## src/rtl/ram_loader.sv

```systemverilog
// Write-side client for one RAM port: turns a byte stream into registered RAM
// writes and provides a whole-memory zero-fill, with progress and checksum.
module ram_loader #(
  parameter int unsigned DATA = 8,
  parameter int unsigned ADDR = 14
) (
  input  logic            clk,
  input  logic            reset_n,
  input  logic            clr_req,
  input  logic [ADDR-1:0] ld_base,
  input  logic            ld_valid,
  output logic            ld_ready,
  input  logic [DATA-1:0] ld_data,
  input  logic            ld_last,
  output logic            mem_wr,
  output logic [ADDR-1:0] mem_addr,
  output logic [DATA-1:0] mem_din,
  output logic            busy,
  output logic            done,
  output logic            err,
  output logic [ADDR:0]   count,
  output logic [15:0]     csum
);

  localparam int unsigned CW = ADDR + 1;
  localparam int unsigned SW = 16;
  localparam logic [ADDR-1:0] ADDR_MAX = {ADDR{1'b1}};
  localparam logic [CW-1:0]   CNT_LAST = {1'b0, {ADDR{1'b1}}};

  typedef enum logic [1:0] {
    S_IDLE  = 2'd0,
    S_CLEAR = 2'd1,
    S_LOAD  = 2'd2,
    S_DONE  = 2'd3
  } state_t;

  state_t          state_q, state_d;
  logic            fin_q, fin_d;
  logic [ADDR-1:0] base_q, base_d;
  logic            mem_wr_d;
  logic [ADDR-1:0] mem_addr_d;
  logic [DATA-1:0] mem_din_d;
  logic            busy_d;
  logic            done_d;
  logic            err_d;
  logic [CW-1:0]   count_d;
  logic [SW-1:0]   csum_d;
  logic            accept;

  // fin_q marks the cycle in which the final beat's write is on the bus.
  assign ld_ready = ((state_q == S_IDLE) && !clr_req) ||
                    ((state_q == S_LOAD) && !err && !fin_q);
  assign accept   = ld_valid && ld_ready;

  always_comb begin
    state_d    = state_q;
    fin_d      = fin_q;
    base_d     = base_q;
    mem_wr_d   = 1'b0;
    mem_addr_d = mem_addr;
    mem_din_d  = mem_din;
    done_d     = 1'b0;
    err_d      = err;
    count_d    = count;
    csum_d     = csum;

    case (state_q)
      S_IDLE: begin
        if (clr_req) begin
          state_d    = S_CLEAR;
          mem_wr_d   = 1'b1;
          mem_addr_d = '0;
          mem_din_d  = '0;
          err_d      = 1'b0;
        end else if (accept) begin
          state_d    = S_LOAD;
          base_d     = ld_base;
          mem_wr_d   = 1'b1;
          mem_addr_d = ld_base;
          mem_din_d  = ld_data;
          count_d    = CW'(1);
          csum_d     = SW'(ld_data);
          err_d      = 1'b0;
          fin_d      = ld_last;
        end
      end
      // mem_addr doubles as the fill pointer
      S_CLEAR: begin
        if (mem_addr == ADDR_MAX) begin
          state_d = S_DONE;
          done_d  = 1'b1;
        end else begin
          mem_wr_d   = 1'b1;
          mem_addr_d = mem_addr + ADDR'(1);
          mem_din_d  = '0;
        end
      end
      S_LOAD: begin
        if (fin_q) begin
          state_d = S_DONE;
          done_d  = 1'b1;
          fin_d   = 1'b0;
        end else if (err && clr_req) begin
          state_d    = S_CLEAR;
          mem_wr_d   = 1'b1;
          mem_addr_d = '0;
          mem_din_d  = '0;
          err_d      = 1'b0;
        end else if (accept) begin
          mem_wr_d   = 1'b1;
          mem_addr_d = base_q + count[ADDR-1:0];
          mem_din_d  = ld_data;
          count_d    = count + CW'(1);
          csum_d     = csum + SW'(ld_data);
          if (ld_last) begin
            fin_d = 1'b1;
          end else if (count == CNT_LAST) begin
            err_d = 1'b1;
          end
        end
      end
      S_DONE: begin
        state_d = S_IDLE;
      end
      default: begin
        state_d = S_IDLE;
      end
    endcase

    busy_d = (state_d == S_CLEAR) || (state_d == S_LOAD);
  end

  always_ff @(posedge clk or negedge reset_n) begin
    if (!reset_n) begin
      state_q  <= S_IDLE;
      fin_q    <= 1'b0;
      base_q   <= '0;
      mem_wr   <= 1'b0;
      mem_addr <= '0;
      mem_din  <= '0;
      busy     <= 1'b0;
      done     <= 1'b0;
      err      <= 1'b0;
      count    <= '0;
      csum     <= '0;
    end else begin
      state_q  <= state_d;
      fin_q    <= fin_d;
      base_q   <= base_d;
      mem_wr   <= mem_wr_d;
      mem_addr <= mem_addr_d;
      mem_din  <= mem_din_d;
      busy     <= busy_d;
      done     <= done_d;
      err      <= err_d;
      count    <= count_d;
      csum     <= csum_d;
    end
  end

endmodule

```

## config.mk

```make
export PLATFORM = sky130hd
export DESIGN_NAME = ram_loader
export DESIGN_NICKNAME = d
export VERILOG_FILES = /design/src/rtl/ram_loader.sv
export SDC_FILE = /design/constraint.sdc
export NUM_CORES = 1
export LEC_CHECK = 0
export BUFFER_PORTS_ARGS = -buffer_cell sky130_fd_sc_hd__buf_2
export CAP_MARGIN = 20
export CORE_UTILIZATION = 51
export DETAILED_ROUTE_END_ITERATION = 12
export PLACE_DENSITY_LB_ADDON = 0.1
export REMOVE_ABC_BUFFERS = 1
export SETUP_SLACK_MARGIN = 0.05
export SYNTH_ARGS = -nofsm -noshare
export SYNTH_HDL_FRONTEND = slang
export SYNTH_SLANG_ARGS = --single-unit
```

## constraint.sdc

```tcl
create_clock -name clk -period 2.1 [get_ports clk]
set_input_delay 0.42 -clock clk [delete_from_list [all_inputs] [get_ports clk]]
set_output_delay 0.42 -clock clk [all_outputs]
set_load 0.05 [all_outputs]
```

==> results of run 1 <==
==> worst register-to-register path: cells and delay by family, from the launching register on <==
kind,cells,cell delay (ns)
flops,1,0.36
simple gates,2,0.31
mux,1,0.27
buf+inv,1,0.04
fa+ha+maj,2,0.56
compound gates,3,0.44
==> cells by family (layout without fill, tap and decap cells) <==
| family | count (synthesis) | in the layout | share of synthesized area, % |
|---|---|---|---|
| xor gates and xnor gates | 41 | 41 | 7.39 |
| muxes | 21 | 21 | 4.72 |
| buffers and inverters | 35 | 194 | 3.38 |
| DFF | 74 | 74 | 38.1 |
| and+or+nand+nor | 179 | 179 | 19.8 |
| adders and majority gates | 30 | 30 | 8.04 |
| AOI/OAI and AO/OA | 138 | 138 | 18.5 |
==> flip-flops by register name, indices dropped and copies added (netlist names), 2 cells and up <==
name,flops
csum,16
count,15
base_q,14
mem_addr,14
mem_din,8
state_q,2
==> stage by stage <==
stage / setup TNS (ns) / instance area, um^2 / worst slack [ns] / total power [mW] / cells
3_3_place_gp: 0 / 5880 / 0.00800 / 7.47 / 779
2_1_floorplan: -29.40 / 4750 / -1.46 / 5.77 / 499
5_1_grt: -0.352 / 6540 / -0.0771 / 10.2 / 806
3_5_place_dp: -0.238 / 5880 / -0.0928 / 7.60 / 779
4_1_cts: 0 / 6190 / 0.00659 / 9.04 / 797
6_report: 0 / 6540 / 0.0232 / 9.64 / 806
==> power breakdown <==
group	total, mW	internal, mW	switching, mW
logic	6.08	2.51	3.57
registers	2.26	1.89	0.377
clock network	1.30	0.736	0.562
==> per-layer routing <==
| metal | up-vias | wire length [um] | global-route usage (%) |
|---|---|---|---|
| met5 | - | 0 | 0 |
| met4 | 0 | 225 | 9.28 |
| met3 | 20 | 676 | 3.79 |
| met2 | 138 | 6750 | 46.4 |
| met1 | 2219 | 5760 | 35.3 |
| li1 | 2202 | - | - |
==> final timing paths <==
path | end | slack, ns | depth (start not counted)
max | mem_addr[10]$_DFFE_PN0P_ | 0.02 | 9
min | count[12]$_DFFE_PN0P_ | 0.002 | 1
min in group clk | base_q[11]$_DFFE_PN0P_ | 0.32 | 2
min reg2reg | base_q[6]$_DFFE_PN0P_ | 0.52 | 1
max in group asynchronous | mem_addr[6]$_DFFE_PN0P_ | 1.52 | 2
max reg2reg | mem_addr[10]$_DFFE_PN0P_ | 0.02 | 9
==> timing repair <==
action	in CTS	in global routing
setup endpoints to repair	15	39
buffers inserted	2	10
hold buffers	0	0
resized for setup	20	57
pin swaps	11	41
==> area by class of cell <==
class,instances,area (um^2)
Multi-Input combinational cell,409,3150
Inverter,16,60.1
Clock inverter,4,73.8
Tap cell,129,161
Timing Repair Buffer,162,1080
Clock buffer,12,155
Sequential cell,74,1850
Fill cell,720,2710
==> Yosys cell counts, types with 3 or more instances <==
cell type / instances
ha_1: 28
a21o_1: 8
o211ai_1: 8
a21oi_1: 27
nand4_1: 11
xor2_1: 18
nor3_1: 11
buf_2: 8
mux2_2: 14
mux2i_1: 6
nor3_2: 3
a221oi_1: 3
nor2b_1: 6
nand2b_1: 8
nand3_1: 15
a22oi_1: 4
inv_1: 15
and2_1: 6
a222oi_1: 5
a31oi_1: 7
nor2_1: 42
nand2_1: 46
nor4_2: 3
dfrtp_1: 74
and3_1: 4
clkbuf_1: 7
or3_1: 7
a211oi_1: 7
xnor2_1: 23
o21ai_1: 8
o21a_1: 4
o21ai_0: 35
==> impl_metrics.ini, run 1 <==
[grt]
grt_max_degree = 34
overflow = 0
antenna_found_initial = 0
grt_util_all_layers_pct = 27.1
grt_pass1_vias = 4292
grt_pass1_wl_um = 20800

[synth]
yosysWarnings = 0
synth-seq-area-share_pct = 38.1
synth_top_cell_area_share_pct = 38.1
synth.area.top_cells = dfrtp_1, ha_1, xnor2_1, o21ai_0, nand2_1
ys.flop_type = dfrtp_1
syn_avg_cell_area_um2 = 9.37
postSynthCellCount = 518
synth_seq_cells = 74
synthArstFlopShare_pct = 100
synth_top_area_cell = dfrtp_1
synth_edf_count = 0
synthDistinctLibCells = 66
syn_area_um2 = 4860

[placed_design]
gp_congestion = 0.898
hpwl_um = 9980
io_buffers = 84

[detailed_routing]
drtIter0Drc = 233
wirelength_um = 13400
num_vias = 4579
post_drt_wl_per_cell_um = 16.6
remaining_drc_errors = 0
viasPerCell = 5.68
first_pass_iters = 9
antenna_left = 0

[timing]
min_period_over_period_pct = 98.9
tightestPinTransition_ns = 0.453
hold_viol = 0
fmax_ghz = 0.482
grt_setup_unrepaired = yes
holdWs_ns = 0.00159
maxSlewHeadroom_pct = 69.8
slew_viol_final = 0
finClkSkew_ns = 0.0136
min_period_ns = 2.08
setup_violations = 0

[worst_hold_path]
hold_path.class = in -> async

[cells_and_area]
final_util_pct = 70.7
layout-drive-gt1-share_pct = 38.6
nets = 729
final_cell_mix = buf_2, dfrtp_1, buf_4
final_common_cell = buf_2
antenna_cells = 0
area_growth_pct = 34.6

[clock_network]
cts_buffers = 9
cts_tree = done
clk_pin_slew_ns = 0.08
clock_latency_ns = 0.36
cts_sinks = 74
root_buffer = clkbuf_8
h-tree-depth = 3
clock_path_buffers = 2

[die]
num_rows = 35
ios = 85
initial_core_util_pct = 52.6
die_y_um = 99.6
core-area_um2 = 9240
die_w_um = 99.6
dieArea_um2 = 9920

[critical_path]
crit_arrival_ns = 2.32
worstSetupStartpointType = flip-flop
end_kind = flip-flop
crit_fanout = 3
path_cells = ha_2 -> inv_2 -> fa_2 -> nor2b_4 -> o2111ai_4 -> a21oi_2 -> or3_1 -> o21ai_1 -> mux2_4
critical_path.max_stage_delay_ns = 0.37
cp_top_family = adder cells
r2r-start = count[0]$_DFFE_PN0P_
crit_type = reg -> reg
required_ns = 2.34
cp_slowest_cell = fa_2
cp_num_buf_inv = 1
startpoint = count[0]$_DFFE_PN0P_

[flow_run]
max-cap-violations = 0

[power]
power.leakage_nw = 3.07
p_per_area_nw_per_um2 = 1470
irDropWorstVdd_uv = 1140

[run_status]
outcome = complete, no violations
Power figures use the tool's default switching activity.
==> run 2, diff against run 1 <==
- CORE_ASPECT_RATIO: unset -> 1.75
==> impl_metrics.ini, run 2 (synthesis gave the netlist of run 1 again) <==
[cells_and_area]
final_util_pct = 72.6
antenna_cells = 0
register_area_um2 = 1850
top_regs = csum (16), count (15)
largest_reg_flops = 16
nets = 734
layout-drive-gt1-share_pct = 38.6
multi_input_area_um2 = 3180
max_flop_register = csum
final_common_cell = buf_2
final_cell_mix = buf_2, dfrtp_1, buf_4
nFillCells = 689
instances_no_fill = 802
area_growth_pct = 36.8
stdcell_area_um2 = 6640

[die]
initial_core_util_pct = 53.1
core-area_um2 = 9150
dieArea_um2 = 9930
die_w_um = 75.8
die_y_um = 131
ios = 85
num_rows = 46

[critical_path]
crit_fanout = 5
crit_type = reg -> reg
crit_arrival_ns = 2.35
required_ns = 2.37
worstSetupStartpointType = flip-flop
end_kind = flip-flop

[placed_design]
io_buffers = 84
hpwl_um = 11000
place_ws_ns = -0.111
gp_congestion = 0.964
placed_cell_area_um2 = 5900
dp_cells = 775

[clock_network]
cts_sinks = 74
cts_tree = done
clk_pin_slew_ns = 0.06
root_buffer = clkbuf_16
clock_path_buffers = 2
clock_latency_ns = 0.34
cts_buffers = 9
h-tree-depth = 3

[timing]
layout_setup_ws_ns = 0.0207
finClkSkew_ns = 0.00714
fmax_ghz = 0.481
min_period_ns = 2.08
grt_setup_unrepaired = yes
fin_setup_tns_ns = 0
slew_viol_final = 0
setup_violations = 0
maxSlewHeadroom_pct = 71.0
tightestPinTransition_ns = 0.435
min_period_over_period_pct = 99.0
hold_viol = 0
holdWs_ns = 0.344

[run_status]
outcome = complete, no violations

[grt]
grt_pass1_vias = 4842
grt_max_degree = 43
antenna_found_initial = 0
grt_util_all_layers_pct = 32.3
grt_pass1_wl_um = 23700
overflow = 0

[detailed_routing]
antenna_left = 0
wirelength_um = 15100
first_pass_iters = 5
num_vias = 4764
viasPerCell = 5.94
remaining_drc_errors = 0
drtIter0Drc = 308
post_drt_wl_per_cell_um = 18.8

[worst_hold_path]
hold_path.class = in -> reg

[power]
power.leakage_nw = 3.08
finalPower_mw = 9.99
irDropWorstVdd_uv = 1210
p_per_area_nw_per_um2 = 1500

[flow_run]
max-cap-violations = 0
-- run 2: cell count changes in the layout (fill, tap and decap cells not counted), sizes merged --
cell,previous run,this run
buf,162,166
dlygate4sd3,0,1
clkbuf,12,14
bufinv,2,0
-- run 2: worst paths after layout --
check	startpoint	to	slack, ns	cells past startpoint
min reg2reg	mem_din[6]$_DFFE_PN0P_	mem_din[6]$_DFFE_PN0P_	0.50	2
min in group asynchronous	reset_n	count[13]$_DFFE_PN0P_	0.44	2
max reg2reg	count[9]$_DFFE_PN0P_	mem_addr[10]$_DFFE_PN0P_	0.02	7
max	count[9]$_DFFE_PN0P_	mem_addr[10]$_DFFE_PN0P_	0.02	7
min	ld_data[1]	mem_din[1]$_DFFE_PN0P_	0.34	3
max in group asynchronous	reset_n	mem_addr[12]$_DFFE_PN0P_	1.08	3
-- run 2: final cells by class --
cell class / count / share of cell area [%]
clock buffers: 14 / 4.12
flip-flops and latches: 74 / 27.9
repair buffers: 167 / 16.8
clock inverters: 2 / 0.151
multi-input cells: 409 / 47.9
inverters: 16 / 0.904
well taps: 120 / 2.26
-- run 2: power by group --
group          switching [mW]  internal [mW]  total (mW)  leakage, nW
Clock                   0.588          0.894        1.48        0.143
Combinational            3.69           2.54        6.23         1.98
Sequential              0.396           1.89        2.29        0.965
Total                    4.67           5.32        9.99         3.08
-- run 2: layer usage --
metal | routed length [um] | share of wire [%] | GRT usage [%] | vias up
met4 | 760 | 5.0 | 18.7 | 0
met1 | 5520 | 37 | 34.1 | 2352
met5 | 0 | 0 | 0 | -
li1 | - | - | - | 2218
met2 | 8240 | 55 | 57.6 | 144
met3 | 555 | 3.7 | 6.27 | 50
-- run 2: critical path, stage by stage (launching register included) --
cell and delay [ns]:
dfrtp_1 0.39, ha_1 0.31, buf_4 0.16, a221o_1 0.35
and2_4 0.17, or3_1 0.34, o21ai_1 0.14, mux2_4 0.16
-- run 2: timing repair --
item | CTS | global route
gates cloned | 0 | 0
hold endpoints to repair | 6 | 0
pin swaps | 17 | 43
setup endpoints to repair | 26 | 38
buffers inserted | 5 | 6
gates resized for setup | 30 | 47
hold buffers | 1 | 0
